## config.mk

```make
export PLATFORM = sky130hd
export DESIGN_NAME = logic_unit_arbiter
export DESIGN_NICKNAME = d
export VERILOG_FILES = /design/src/rtl/logic_unit_arbiter.sv
export SDC_FILE = /design/constraint.sdc
export NUM_CORES = 1
export LEC_CHECK = 0
export CORE_AREA = 3 3 121 123
export DETAILED_ROUTE_END_ITERATION = 8
export DIE_AREA = 0 0 124 126
export DONT_BUFFER_PORTS = 1
export PLACE_DENSITY = 0.67
export SLEW_MARGIN = 20
export SYNTH_ARGS = -nofsm -noshare
export SYNTH_HDL_FRONTEND = slang
export SYNTH_SLANG_ARGS = --single-unit
```

## constraint.sdc

```tcl
create_clock -name clk -period 3.31 [get_ports clk]
set_clock_uncertainty 0.2 [all_clocks]
set_input_delay 0.662 -clock clk [delete_from_list [all_inputs] [get_ports clk]]
set_output_delay 0.662 -clock clk [all_outputs]
set_load 0.01 [all_outputs]
```

## src/rtl/logic_unit_arbiter.sv

```systemverilog
// Round-robin arbiter sharing one 32-bit bitwise logic unit (AND/OR/XOR/NOR) among NUM_REQ requesters.
// Optional macro LU_ARB_STATS_EN adds a 32-bit completed-operation counter output (op_count).
module logic_unit_arbiter #(
  parameter int NUM_REQ = 4,
  parameter int IDW     = 2
) (
  input  logic                    clk,
  input  logic                    reset,
  input  logic [NUM_REQ-1:0]      req_valid,
  output logic [NUM_REQ-1:0]      req_ready,
  input  logic [32*NUM_REQ-1:0]   req_a,
  input  logic [32*NUM_REQ-1:0]   req_b,
  input  logic [2*NUM_REQ-1:0]    req_op,
  output logic                    resp_valid,
  input  logic                    resp_ready,
  output logic [31:0]             resp_data,
  output logic [IDW-1:0]          resp_id,
  output logic                    busy
`ifdef LU_ARB_STATS_EN
  ,
  output logic [31:0]             op_count
`endif
);

  localparam int DATA_W = 32;

  typedef enum logic [1:0] {IDLE, EXEC, RESP} state_t;

  state_t              state, state_nxt;
  logic [IDW-1:0]      ptr;
  logic [IDW-1:0]      winner;
  logic                found;
  logic [DATA_W-1:0]   a_p0, b_p0;
  logic [1:0]          op_p0;
  logic [IDW-1:0]      id_p0;

  function automatic logic [DATA_W-1:0] lu_op(input logic [DATA_W-1:0] a,
                                              input logic [DATA_W-1:0] b,
                                              input logic [1:0]        op);
    case (op)
      2'b00:   return a & b;
      2'b01:   return a | b;
      2'b10:   return a ^ b;
      default: return ~(a | b);
    endcase
  endfunction

  // Rotating priority: first valid at or above ptr, otherwise wrap to the lowest valid index.
  always_comb begin
    found  = 1'b0;
    winner = '0;
    for (int k = 0; k < NUM_REQ; k++) begin
      if (!found && req_valid[k] && (IDW'(k) >= ptr)) begin
        found  = 1'b1;
        winner = IDW'(k);
      end
    end
    for (int k = 0; k < NUM_REQ; k++) begin
      if (!found && req_valid[k]) begin
        found  = 1'b1;
        winner = IDW'(k);
      end
    end
  end

  always_comb begin
    req_ready = '0;
    for (int k = 0; k < NUM_REQ; k++)
      req_ready[k] = (state == IDLE) && found && (winner == IDW'(k));
  end

  always_comb begin
    state_nxt = state;
    case (state)
      IDLE:    if (found) state_nxt = EXEC;
      EXEC:    state_nxt = RESP;
      RESP:    if (resp_ready) state_nxt = IDLE;
      default: state_nxt = IDLE;
    endcase
  end

  always_ff @(posedge clk) begin
    if (reset) begin
      state <= IDLE;
      ptr   <= '0;
    end else begin
      state <= state_nxt;
      if (state == RESP && resp_ready)
        ptr <= (resp_id == IDW'(NUM_REQ - 1)) ? '0 : resp_id + 1'b1;
    end
  end

  // Stage p0: operands of the granted requester captured at the request handshake.
  always_ff @(posedge clk) begin
    if (reset) begin
      a_p0  <= '0;
      b_p0  <= '0;
      op_p0 <= '0;
      id_p0 <= '0;
    end else if (state == IDLE && found) begin
      id_p0 <= winner;
      for (int k = 0; k < NUM_REQ; k++) begin
        if (winner == IDW'(k)) begin
          a_p0  <= req_a[32*k +: 32];
          b_p0  <= req_b[32*k +: 32];
          op_p0 <= req_op[2*k +: 2];
        end
      end
    end
  end

  // Stage p1: result registered in EXEC; holds through backpressure and after the handshake.
  always_ff @(posedge clk) begin
    if (reset) begin
      resp_data <= '0;
      resp_id   <= '0;
    end else if (state == EXEC) begin
      resp_data <= lu_op(a_p0, b_p0, op_p0);
      resp_id   <= id_p0;
    end
  end

  assign resp_valid = (state == RESP);
  assign busy       = (state != IDLE);

`ifdef LU_ARB_STATS_EN
  always_ff @(posedge clk) begin
    if (reset)
      op_count <= '0;
    else if (state == RESP && resp_ready)
      op_count <= op_count + 32'd1;
  end
`endif

endmodule

```

-- Yosys cells after proc, flatten, opt, wreduce, memory -nomap -nowiden
Index checks and enable logic that the tools add are counted.
- word-level logic and storage cells: 90
- register bits: 106
- input bits: 271
- output and inout port bits: 40
- reduce and logical (&&, ||, !) cells: 31
- $add $sub $neg: 1
- multiplexer cells: 32
- bitwise logic cells: 4
- eq/ne operators: 10
- magnitude comparators: 4
- operators with widths (operator ; number):
    $mux W32 ; 8
    $pmux W32 S3 ; 1
    $and A32 B32 Y32 ; 1
    $not A32 Y32 ; 1
    $or A32 B32 Y32 ; 1
    $xor A32 B32 Y32 ; 1
    $mux W2 ; 13
    $logic_and A1 B1 Y1 ; 17
    $eq A2 B2 Y1 const B ; 5
    $mux W1 ; 9
    $logic_not A1 Y1 ; 7
    $eq A2 B1 Y1 const B ; 3
    $logic_not A2 Y1 ; 3
    $pmux W2 S3 ; 1
    $ge A1 B2 Y1 const A ; 2
    $ge A2 B2 Y1 const A ; 2
    $reduce_and A2 Y1 ; 2
    $reduce_bool A4 Y1 ; 1
    $add A2 B1 Y2 const B ; 1
    $ne A2 B1 Y1 const B ; 1
    $ne A2 B2 Y1 const B ; 1
    $reduce_bool A2 Y1 ; 1

-- Logic depth before layout (Yosys ltp)
- depth after elaboration: 32
- mapped depth: 8
- depth with buffers taken out: 7

-- Worst setup path after synthesis
Ideal clock, no wire load.
- kind: in2out
- start point: input port req_valid[1]
- end point: output port req_ready[0]
- stages on the path: 7
- data arrival time: 1817 ps
- slack: 631 ps
- required time: 2448 ps
- buffers on the path: 3
- cell sequence: buf_4 > nand2b_1 > a21oi_1 > o32a_1 > buf_6 > buf_6 > nor3_1
- cells in the longest elaborated chain, start to end: 25
- elaborated cells between the ends (all ways): 33
- those cells by class: mux (14); reduce/logical (19)
- ends and longest elaborated chain (what ; line ; RTL):
    from (decl) ; 9 ; input logic [NUM_REQ-1:0] req_valid,
    $logic_and A1 B1 Y1 (2 in a row) ; 53 ; if (!found && req_valid[k] && (IDW'(k) >= ptr)) begin
    $mux W1 ; 53 ;
    $logic_not A1 Y1 ; 53 ;
    $logic_and A1 B1 Y1 (2 in a row) ; 53 ;
    $mux W1 ; 53 ;
    $logic_not A1 Y1 ; 53 ;
    $logic_and A1 B1 Y1 (2 in a row) ; 53 ;
    $mux W1 ; 53 ;
    [6 not listed] ; -- ;
    $logic_not A1 Y1 ; 59 ; if (!found && req_valid[k]) begin
    $logic_and A1 B1 Y1 ; 59 ;
    $mux W1 ; 59 ;
    $logic_not A1 Y1 ; 59 ;
    $logic_and A1 B1 Y1 ; 59 ;
    $mux W2 or $mux W1 (tied branches) ; 59 ;
    $logic_not A2 Y1 or $logic_and A1 B1 Y1 (tied branches) ; 69 ; req_ready[k] = (state == IDLE) && found && (winner == IDW'(k));
    $logic_and A1 B1 Y1 * ; 69 ;
    to (decl) ; 10 ; output logic [NUM_REQ-1:0] req_ready,
Mark *: on every way between the ends. The rest lies on a longest branch, timed or not.

-- Worst setup path after layout
- start point: register ptr[0]
- end point: output port req_ready[1]
- cells in the longest elaborated chain, start to end: 29
- elaborated cells between the ends (all ways): 40
- those cells by class: order compare (4); eq/ne (1); mux (15); reduce/logical (20)
- ends and longest elaborated chain (what ; line ; RTL):
    from (decl) ; 30 ; logic [IDW-1:0] ptr;
    from (signal assigned) ; 89 ; ptr <= (resp_id == IDW'(NUM_REQ - 1)) ? '0 : resp_id + 1'b1;
    $ge A1 B2 Y1 ; 53 ;
    $logic_and A1 B1 Y1 ; 53 ;
    $mux W1 ; 53 ;
    $logic_not A1 Y1 ; 53 ;
    $logic_and A1 B1 Y1 (2 in a row) ; 53 ;
    $mux W1 ; 53 ;
    $logic_not A1 Y1 ; 53 ;
    $logic_and A1 B1 Y1 (2 in a row) ; 53 ;
    [11 not listed] ; -- ;
    $logic_not A1 Y1 ; 59 ;
    $logic_and A1 B1 Y1 ; 59 ;
    $mux W1 ; 59 ;
    $logic_not A1 Y1 ; 59 ;
    $logic_and A1 B1 Y1 ; 59 ;
    $mux W2 or $mux W1 (tied branches) ; 59 ;
    $eq A2 B1 Y1 or $logic_and A1 B1 Y1 (tied branches) ; 69 ;
    $logic_and A1 B1 Y1 * ; 69 ;
Marks and branches as above.

==> flow_summary.ini <==
[place]
io_buffer_count = 0
dp_hpwl_um = 17800
gp_congestion = 0.950
place_inst = 1082

[final_layout]
utilization = 0.581
drive_above_1_share = 0.115
layout.cells.non_filler = 1098
synthToLayoutAreaGrowth_pct = 3.78
nFillCells = 1267
antennaDiodeCount = 0
finalNetCount = 1249

[sta]
hold_viol = 0
rsz0062_at_grt = false
tns_ns = 0
slew_viol_final = 0
finalCriticalPeriod_ns = 2.78
fmaxAchievable_mhz = 360
worstMarginPinSlew_ns = 0.869
max_slew_margin = 0.421
fin_crit_sh = 0.839
setup_viol = 0

[logic_synthesis]
seq_area_frac_synth = 0.275
syn-instance-count = 972
postSynth.asyncResetShare = 0
syn_area_per_cell_um2 = 7.93
ys_seq_elements = 106
yosysUniqueCellTypes = 37
synthFlopType = dfxtp_1
synth_fp_nets = 1308
synth-edff-count = 0
syn_area_um2 = 7710
yosysWarnings = 0

[hold_path]
hp-class = in2reg

[drt]
vias = 7067
drt-pass1-iter-count = 6
wl_per_cell_um = 21.4
vias_per_cell = 6.44
drt.antenna.violating_nets = 0
drtIter0Drc = 541
drc = 0
wl_um = 23500

[floorplanning]
ios = 311
start_util = 0.560
die_area_um2 = 15600
row_count = 43
core_um2 = 13800
die_w_um = 124
dieHeight_um = 126

[global_route]
grt_max_degree = 58
antenna_found_initial = 0
top_usage_layer = met2
grt_pass1_wl_um = 35000
gr-usage-met3 = 0.0570
grt_usage = 0.286
grt_use_met1 = 0.383
use_met2 = 0.460
grt_pass1_vias = 6599
grt_overflow_total = 0

[clock_tree]
clk_pin_slew_ns = 0.07
cts-root-buf = clkbuf_16
cts_buffers = 9
worstSkewPairLatency_ns = 0.34
cts_resized = 0
postCtsHoldBufs = 0
cts_tree = done
cts_max_level = 3
post_cts_buffers = 0
clock-sinks = 106
clock_path_buffers = 2

[power]
p_leak_nw = 2.98
power.density_nw_per_um2 = 464
ir_drop_v = 0.000262

[flow_run]
cap_violations = 0

[run_status]
status = finished, final reports clean

[critical_path]
criticalPathCategory = reg2out
cp_data_required_time_ns = 2.45
crit_path_start_kind = flip-flop
end_kind = output port
cp_max_fo = 9
critPathArrivalTime_ns = 1.92
[final timing paths]
path	start	endpoint	slack [ns]	cells past startpoint
worst min register to register	id_p0[1]$_SDFFE_PP0P_	resp_id[1]$_SDFFE_PP0N_	0.25	2
worst max register to register	ptr[1]$_SDFFE_PP0P_	a_p0[11]$_SDFFE_PP0P_	0.67	6
worst max-delay path	ptr[0]$_SDFFE_PP0P_	req_ready[1]	0.53	5
worst min-delay path	reset	resp_data[15]$_SDFFE_PP0N_	0.18	1
[per-stage QoR]
stage,setup WS [ns],power (mW),hold slack [ns],cell area (um^2)
after floorplan,0.631,2.43,0.232,7710
after global placement,0.743,2.61,0.239,7720
after detailed placement,0.672,2.68,0.244,7720
after CTS,0.509,3.73,0.169,8000
after global routing,0.380,3.94,0.172,8000
final,0.533,3.72,0.183,8000
[power breakdown]
part,internal [mW],switching (mW)
registers,1.42,0.231
logic,0.416,0.583
clock network,0.587,0.476
[state kept, by name, summed over array words and instances (netlist names)]
| name | flops |
|---|---|
| state | 2 |
| b_p0 | 32 |
| ptr | 2 |
| id_p0 | 2 |
| resp_data | 32 |
| a_p0 | 32 |
| resp_id | 2 |
| op_p0 | 2 |
[synthesized netlist by cell type, types with 2 or more instances]
cell	n	area, um^2
o21ai_0	117	586
nor2_4	2	22.5
o311ai_0	3	26.3
nor2b_1	10	62.6
a31oi_1	9	56.3
inv_1	94	353
nor3_1	33	165
a21oi_1	14	70.1
buf_6	8	90.1
buf_2	36	180
o21ai_1	2	10.0
clkbuf_1	40	150
a22oi_1	112	841
ha_1	65	813
or2_1	2	12.5
nor2_1	77	289
nand2_1	99	372
o211ai_1	11	82.6
dfxtp_1	106	2120
o22ai_1	21	131
nand2b_1	5	31.3
a221oi_2	56	841
a211oi_1	30	225
buf_4	7	52.6
[per-layer routing]
layer  wire (um)  part of all wire
met1       10100              0.43
met2       11000              0.47
met3        1800             0.076
met4         653             0.028
met5           0                 0
[logic make-up after synthesis]
family / count (synthesis) / share of synthesized area
adder cells (fa/ha/maj): 65 / 0.106
AO/OA/AOI/OAI: 383 / 0.385
flip-flops: 106 / 0.275
AND/OR/NAND/NOR: 232 / 0.127
buffers and inverters: 186 / 0.108
[layout make-up]
| class | count | area (um^2) | area share |
|---|---|---|---|
| Clock buffer | 13 | 240 | 0.0300 |
| Multi-Input combinational cell | 680 | 4790 | 0.599 |
| Timing Repair Buffer | 21 | 220 | 0.0275 |
| Clock inverter | 3 | 40.0 | 0.00501 |
| Inverter | 95 | 357 | 0.0446 |
| Tap cell | 180 | 225 | 0.0282 |
| Sequential cell | 106 | 2120 | 0.266 |
[layout by cell type (no fill, tap or decap), types with 14 or more instances in the layout]
master    synthesis  routed
buf_4             7      16
o21ai_0         117     117
dfxtp_1         106     104
a21oi_1          14      14
o22ai_1          21      21
nor2_1           77      76
nand2_1          99      99
nor3_1           33      33
a221oi_2         56      56
ha_1             65      65
a22oi_1         112     112
a211oi_1         30      30
inv_1            94      94
[worst max-delay path, stage by stage (launching register included)]
cell and delay (ns):
dfxtp_1 0.49, nand2b_1 0.27, a21oi_1 0.09, a211oi_1 0.37
nand2_1 0.14, nor2_1 0.21
Note: power is estimated with default switching activity, not from simulation.
==> RTL change 1 (config.mk and constraints unchanged) <==
Set the parameter `IDW` to 1 (it was 2).
--- a/src/rtl/logic_unit_arbiter.sv
+++ b/src/rtl/logic_unit_arbiter.sv
@@ -2,7 +2,7 @@
 // Optional macro LU_ARB_STATS_EN adds a 32-bit completed-operation counter output (op_count).
 module logic_unit_arbiter #(
   parameter int NUM_REQ = 4,
-  parameter int IDW     = 2
+  parameter int IDW     = 1
 ) (
   input  logic                    clk,
   input  logic                    reset,
Ports: changed (resized resp_id); port bits go from 311 to 310. The function was not compared with the original's and may differ.
==> RTL change 1 against the original RTL <==
  * Die area is the same
  * Power grew 0.17%
  * Routed wire length shrank 17%
  * Worst setup slack gained 0.15 ns
  * Sequential cell count shrank 3
  * Sequential share of layout area grew 2.0 points
  * Area after synthesis shrank 9.6%
  * Cell area shrank 9.5%
  * Non-clock buffer count shrank 7
  * Largest power group unchanged
==> RTL change 1: results (changes against the original RTL) <==
[detailed_routing]
drt_iter0_markers = 439  ; was 541
m1WireLength_mm = 8.25  ; was 10.1 mm
routed.top_layer = met4  ; unchanged
route.met3.wl_mm = 2.01  ; was 1.80 mm
wl_met2_mm = 8.90  ; was 11.0 mm
via_per_inst = 6.61  ; was 6.44
dr.pass1.iters = 5  ; was 6
drc_errors = 0  ; unchanged
detail_route.wirelength_mm = 19.6  ; was 23.5 mm

[cells_and_area]
fill_cells = 1276  ; was 1267
drive_above_1_share_pct = 11.9  ; was 11.5%
layoutNonFillerInstCount = 863  ; was 1098
nets = 1014  ; was 1249

[synth]
synth_fp_nets = 1083  ; was 1308
syn_avg_cell_area_um2 = 9.31  ; was 7.93 um^2
synthTopCellsByCount = dfxtp_1, clkbuf_1, a21oi_1  ; was o21ai_0, a22oi_1, dfxtp_1
synthMuxAreaShare_pct = 9.48  ; was 0%
netlist_top_cells_area = dfxtp_1, ha_1, mux2i_1  ; was dfxtp_1, a221oi_2, a22oi_1
synth_compound_area_share_pct = 28.0  ; was 38.5%
synth-xor-area-share_pct = 4.02  ; was 0%
synthAdderAreaFrac_pct = 11.5  ; was 10.6%
synth.distinct_cells = 29  ; was 37
ys_seq_area_share_pct = 29.6  ; was 27.5%

[setup_path]
r2r-start = ptr$_SDFFE_PP0P_  ; was ptr[1]$_SDFFE_PP0P_
r2r_cells = 5  ; was 6
cp.arrival_ns = 1.77  ; was 1.92 ns
cp-endpoint = req_ready[3]  ; was req_ready[1]
rr_endpoint = b_p0[25]$_SDFFE_PP0P_  ; was a_p0[11]$_SDFFE_PP0P_
cp-startpoint = req_valid[0]  ; was ptr[0]$_SDFFE_PP0P_
slowest_delay_ns = 0.73  ; was 0.49 ns
path_max_fanout = 4  ; was 9
r2r_slack_ns = 1.21  ; was 0.67 ns
cp_slowest_cell = or4_2  ; was dfxtp_1

[global_route]
use_met3_pct = 9.43  ; was 5.70%
gr-usage-all-layers_pct = 24.5  ; was 28.6%
gr-usage-met2_pct = 38.7  ; was 46.0%
first_global_vias = 5603  ; was 6599
grt_max_degree = 74  ; was 58
grt_pass1_wl_mm = 30.1  ; was 35.0 mm
gr-usage-met1_pct = 30.9  ; was 38.3%

[sta]
worst_slack_ns = 0.678  ; was 0.533 ns
slew_headroom_pct = 25.7  ; was 42.1%

[place]
gp_congestion = 0.782  ; was 0.950
place_area_mm2 = 0.00695  ; was 0.00772 mm^2
dpl_worst_slack_ns = 0.674  ; was 0.672 ns
post-place-cells = 848  ; was 1082
dp_hpwl_mm = 12.5  ; was 17.8 mm

[clock_tree]
post_cts_resized = 0  ; unchanged
clkLatencyLatePin_ns = 0.35

[power]
p_leak_nw = 2.80  ; was 2.98 nW
vdd_drop_max_uv = 246  ; was 262 uV
p_sw_mw = 1.27  ; was 1.29 mW

[status]
status = complete, no violations  ; unchanged

[hold_path]
worstHoldStart = reset  ; unchanged

[RTL change 1: cell count changes after synthesis, moves of 40 or more]
cell      before  now
a311oi_2       0   40
nand2_1       99    1
mux2i_1        0   66
a21oi_1       14   68
a22oi_1      112    0
nand4_1        0   66
a221oi_2      56    0
o31ai_1        1   66
nor2_1        77    7
o21ai_0      117    0
[RTL change 1: layout make-up]
cell class | count | area (um^2) | area share (%)
tap | 180 | 225 | 3.11
clock inverter | 4 | 47.5 | 0.657
multi-input combinational | 484 | 4280 | 59.2
timing repair buffer | 14 | 118 | 1.63
inverter | 67 | 251 | 3.48
clock buffer | 11 | 243 | 3.35
sequential | 103 | 2070 | 28.6
[RTL change 1: worst min path at each step]
stage / endpoint / slack [ns] / cells past startpoint
5_1_grt: a_p0[2]$_SDFFE_PP0P_ / 0.15 / 1
3_5_place_dp: resp_id$_SDFFE_PP0N_ / 0.31 / 2
6_report: a_p0[2]$_SDFFE_PP0P_ / 0.17 / 1
3_3_place_gp: resp_id$_SDFFE_PP0N_ / 0.29 / 2
4_1_cts: a_p0[2]$_SDFFE_PP0P_ / 0.16 / 1
2_1_floorplan: resp_id$_SDFFE_PP0N_ / 0.26 / 2
[RTL change 1: power groups by stage]
| stage | clock (mW) | sequential, mW | combinational, mW |
|---|---|---|---|
| 5_1_grt | 1.16 | 1.64 | 1.14 |
| 6_report | 1.08 | 1.61 | 1.03 |
| 3_3_place_gp | 0 | 1.63 | 0.967 |
| 2_1_floorplan | 0 | 1.52 | 0.937 |
| 4_1_cts | 1.10 | 1.61 | 1.03 |
| 3_5_place_dp | 0 | 1.64 | 1.02 |
[RTL change 1: worst register-to-register path, cell delays in order, from the launching register on]
cell      delay, ns
dfxtp_1        0.38
nor3b_2        0.24
buf_4          0.38
buf_4          0.37
o31ai_1        0.15
a311oi_2       0.30
==> RTL change 2 (same flow settings) <==
Made on the original files. Re-encode `state_t` (3 states) as one-hot, 3 bits wide.
--- a/src/rtl/logic_unit_arbiter.sv
+++ b/src/rtl/logic_unit_arbiter.sv
@@ -24,7 +24,7 @@
 
   localparam int DATA_W = 32;
 
-  typedef enum logic [1:0] {IDLE, EXEC, RESP} state_t;
+  typedef enum logic [2:0] {IDLE = 3'b001, EXEC = 3'b010, RESP = 3'b100} state_t;
 
   state_t              state, state_nxt;
   logic [IDW-1:0]      ptr;
Check against the original RTL: same outputs for any inputs over 4 cycles, from zero or initial values and one cycle with reset high; so few cycles prove little.
==> RTL change 2 against the original RTL <==
  * Worst setup slack lost 0.34 ns
  * Area after synthesis shrank 0.16%
  * Routed wire length grew 3.4%
  * First-iteration DRC count shrank 14%
  * Power grew 5.1%
  * Sequential cell count grew 1
  * Utilization grew 0.46 points
  * Cell area grew 0.80%
  * Critical path type unchanged
  * Highest routed layer is now met5
==> RTL change 2: results (changes against the original RTL) <==
[detailed_routing]
dr.pass1.iters = 5  ; was 6
wl_met2_mm = 12.2  ; was 11.0 mm
num_vias = 7241  ; was 7067
m1WireLength_mm = 9.25  ; was 10.1 mm
wl_per_cell_um = 22.1  ; was 21.4 um
routed.top_layer = met5  ; was met4
drt_iter0_markers = 463  ; was 541
route.met3.wl_mm = 2.10  ; was 1.80 mm

[setup_path]
r2r_slack_ns = 0.25  ; was 0.67 ns
r2r_cells = 7  ; was 6
cp-startpoint = state[2]$_SDFFE_PP0P_  ; was ptr[0]$_SDFFE_PP0P_
slowest_delay_ns = 0.58  ; was 0.49 ns
cp.arrival_ns = 2.25  ; was 1.92 ns
r2r-start = ptr[1]$_SDFFE_PP0P_  ; unchanged
rr_endpoint = a_p0[30]$_SDFFE_PP0P_  ; was a_p0[11]$_SDFFE_PP0P_
path_max_fanout = 15  ; was 9
cp_slowest_cell = or3b_2  ; was dfxtp_1
cp-endpoint = req_ready[0]  ; was req_ready[1]

[synth]
synth-xor-area-share_pct = 0.228  ; was 0%
netlist_top_cells_area = dfxtp_1, ha_1, a2111oi_2  ; was dfxtp_1, a221oi_2, a22oi_1
synth.distinct_cells = 38  ; was 37
ys_seq_area_share_pct = 27.8  ; was 27.5%
synthTopCellsByCount = o21ai_0, dfxtp_1, inv_1  ; was o21ai_0, a22oi_1, dfxtp_1
synth_compound_area_share_pct = 31.0  ; was 38.5%
synth_ff_type = dfxtp_1  ; unchanged
synthMuxAreaShare_pct = 0.130  ; was 0%
synthAdderAreaFrac_pct = 10.6  ; about the same
synth_fp_nets = 1315  ; was 1308

[global_route]
grt_max_degree = 108  ; was 58
gr-usage-all-layers_pct = 29.8  ; was 28.6%
grt_pass1_wl_mm = 36.7  ; was 35.0 mm
first_global_vias = 6917  ; was 6599
antenna_found_initial = 3  ; was 0

[place]
dp_hpwl_mm = 17.2  ; was 17.8 mm
gp_congestion = 0.918  ; was 0.950
place_area_mm2 = 0.00775  ; was 0.00772 mm^2

[power]
p_leak_nw = 3.16  ; was 2.98 nW
vdd_drop_max_uv = 275  ; was 262 uV
p_sw_share_pct = 34.9  ; was 34.7%

[cells_and_area]
fill_cells = 1287  ; was 1267
drive_above_1_share_pct = 9.24  ; was 11.5%

[clock_tree]
clkLatencyLatePin_ns = 0.35

[status]
status = complete, no violations  ; unchanged

[hold_path]
min_to = resp_data[13]$_SDFFE_PP0P_  ; was resp_data[15]$_SDFFE_PP0N_
hold_depth = 1  ; unchanged

[sta]
worst_pin_slew_ns = 1.13  ; was 0.869 ns
worst_hold_slack_ns = 0.187  ; was 0.183 ns

[run]
max_cap_violations = 0  ; unchanged

==> RTL change 2: layer usage <==
metal	global-route usage [%]	up-vias
met5	0	-
met4	13.3	4
met3	7.59	61
met2	52.5	351
met1	33.5	3411
li1	-	3414
==> RTL change 2: final cells by class <==
class                      count  area [um^2]  share of cell area [%]
antenna                        1         2.50                  0.0310
timing repair buffer          20          175                    2.17
clock buffer                  14          254                    3.15
sequential                   107         2140                    26.6
clock inverter                 2         35.0                   0.435
tap                          180          225                    2.79
multi-input combinational    680         4860                    60.3
inverter                      97          364                    4.52
==> RTL change 2: power by group through the flow <==
stage / Clock, mW / Sequential [mW] / Combinational, mW
finish: 1.09 / 1.62 / 1.20
global route: 1.16 / 1.65 / 1.37
CTS: 1.11 / 1.62 / 1.19
detailed placement: 0 / 1.65 / 1.19
global placement: 0 / 1.65 / 1.14
floorplan: 0 / 1.57 / 0.991
==> RTL change 2: through the flow <==
step / setup WS (ns) / instances / util (%)
after CTS: 0.103 / 1097 / 58.4
final: 0.196 / 1101 / 58.5
after global routing: 0.0601 / 1101 / 58.5
after global placement: 0.164 / 1081 / 56.3
after detailed placement: 0.194 / 1081 / 56.3
after floorplan: 0.428 / 979 / -
==> RTL change 2: worst max-delay path: cells and delay by family (launching register included) <==
| family | cells | cell delay [ns] |
|---|---|---|
| DFF | 1 | 0.36 |
| and+or+nand+nor | 3 | 1.53 |
==> RTL change 2: kinds of logic after synthesis <==
group | Yosys count
flops | 107
buf+inv | 192
xor+xnor | 2
simple gates | 303
mux | 1
compound gates | 309
fa+ha+maj | 65
==> RTL change 2: repair_timing <==
item / 4_1_cts / 5_1_grt
setup endpoints to repair: 0 / 2
gates resized for setup: 0 / 0
buffers inserted: 0 / 3
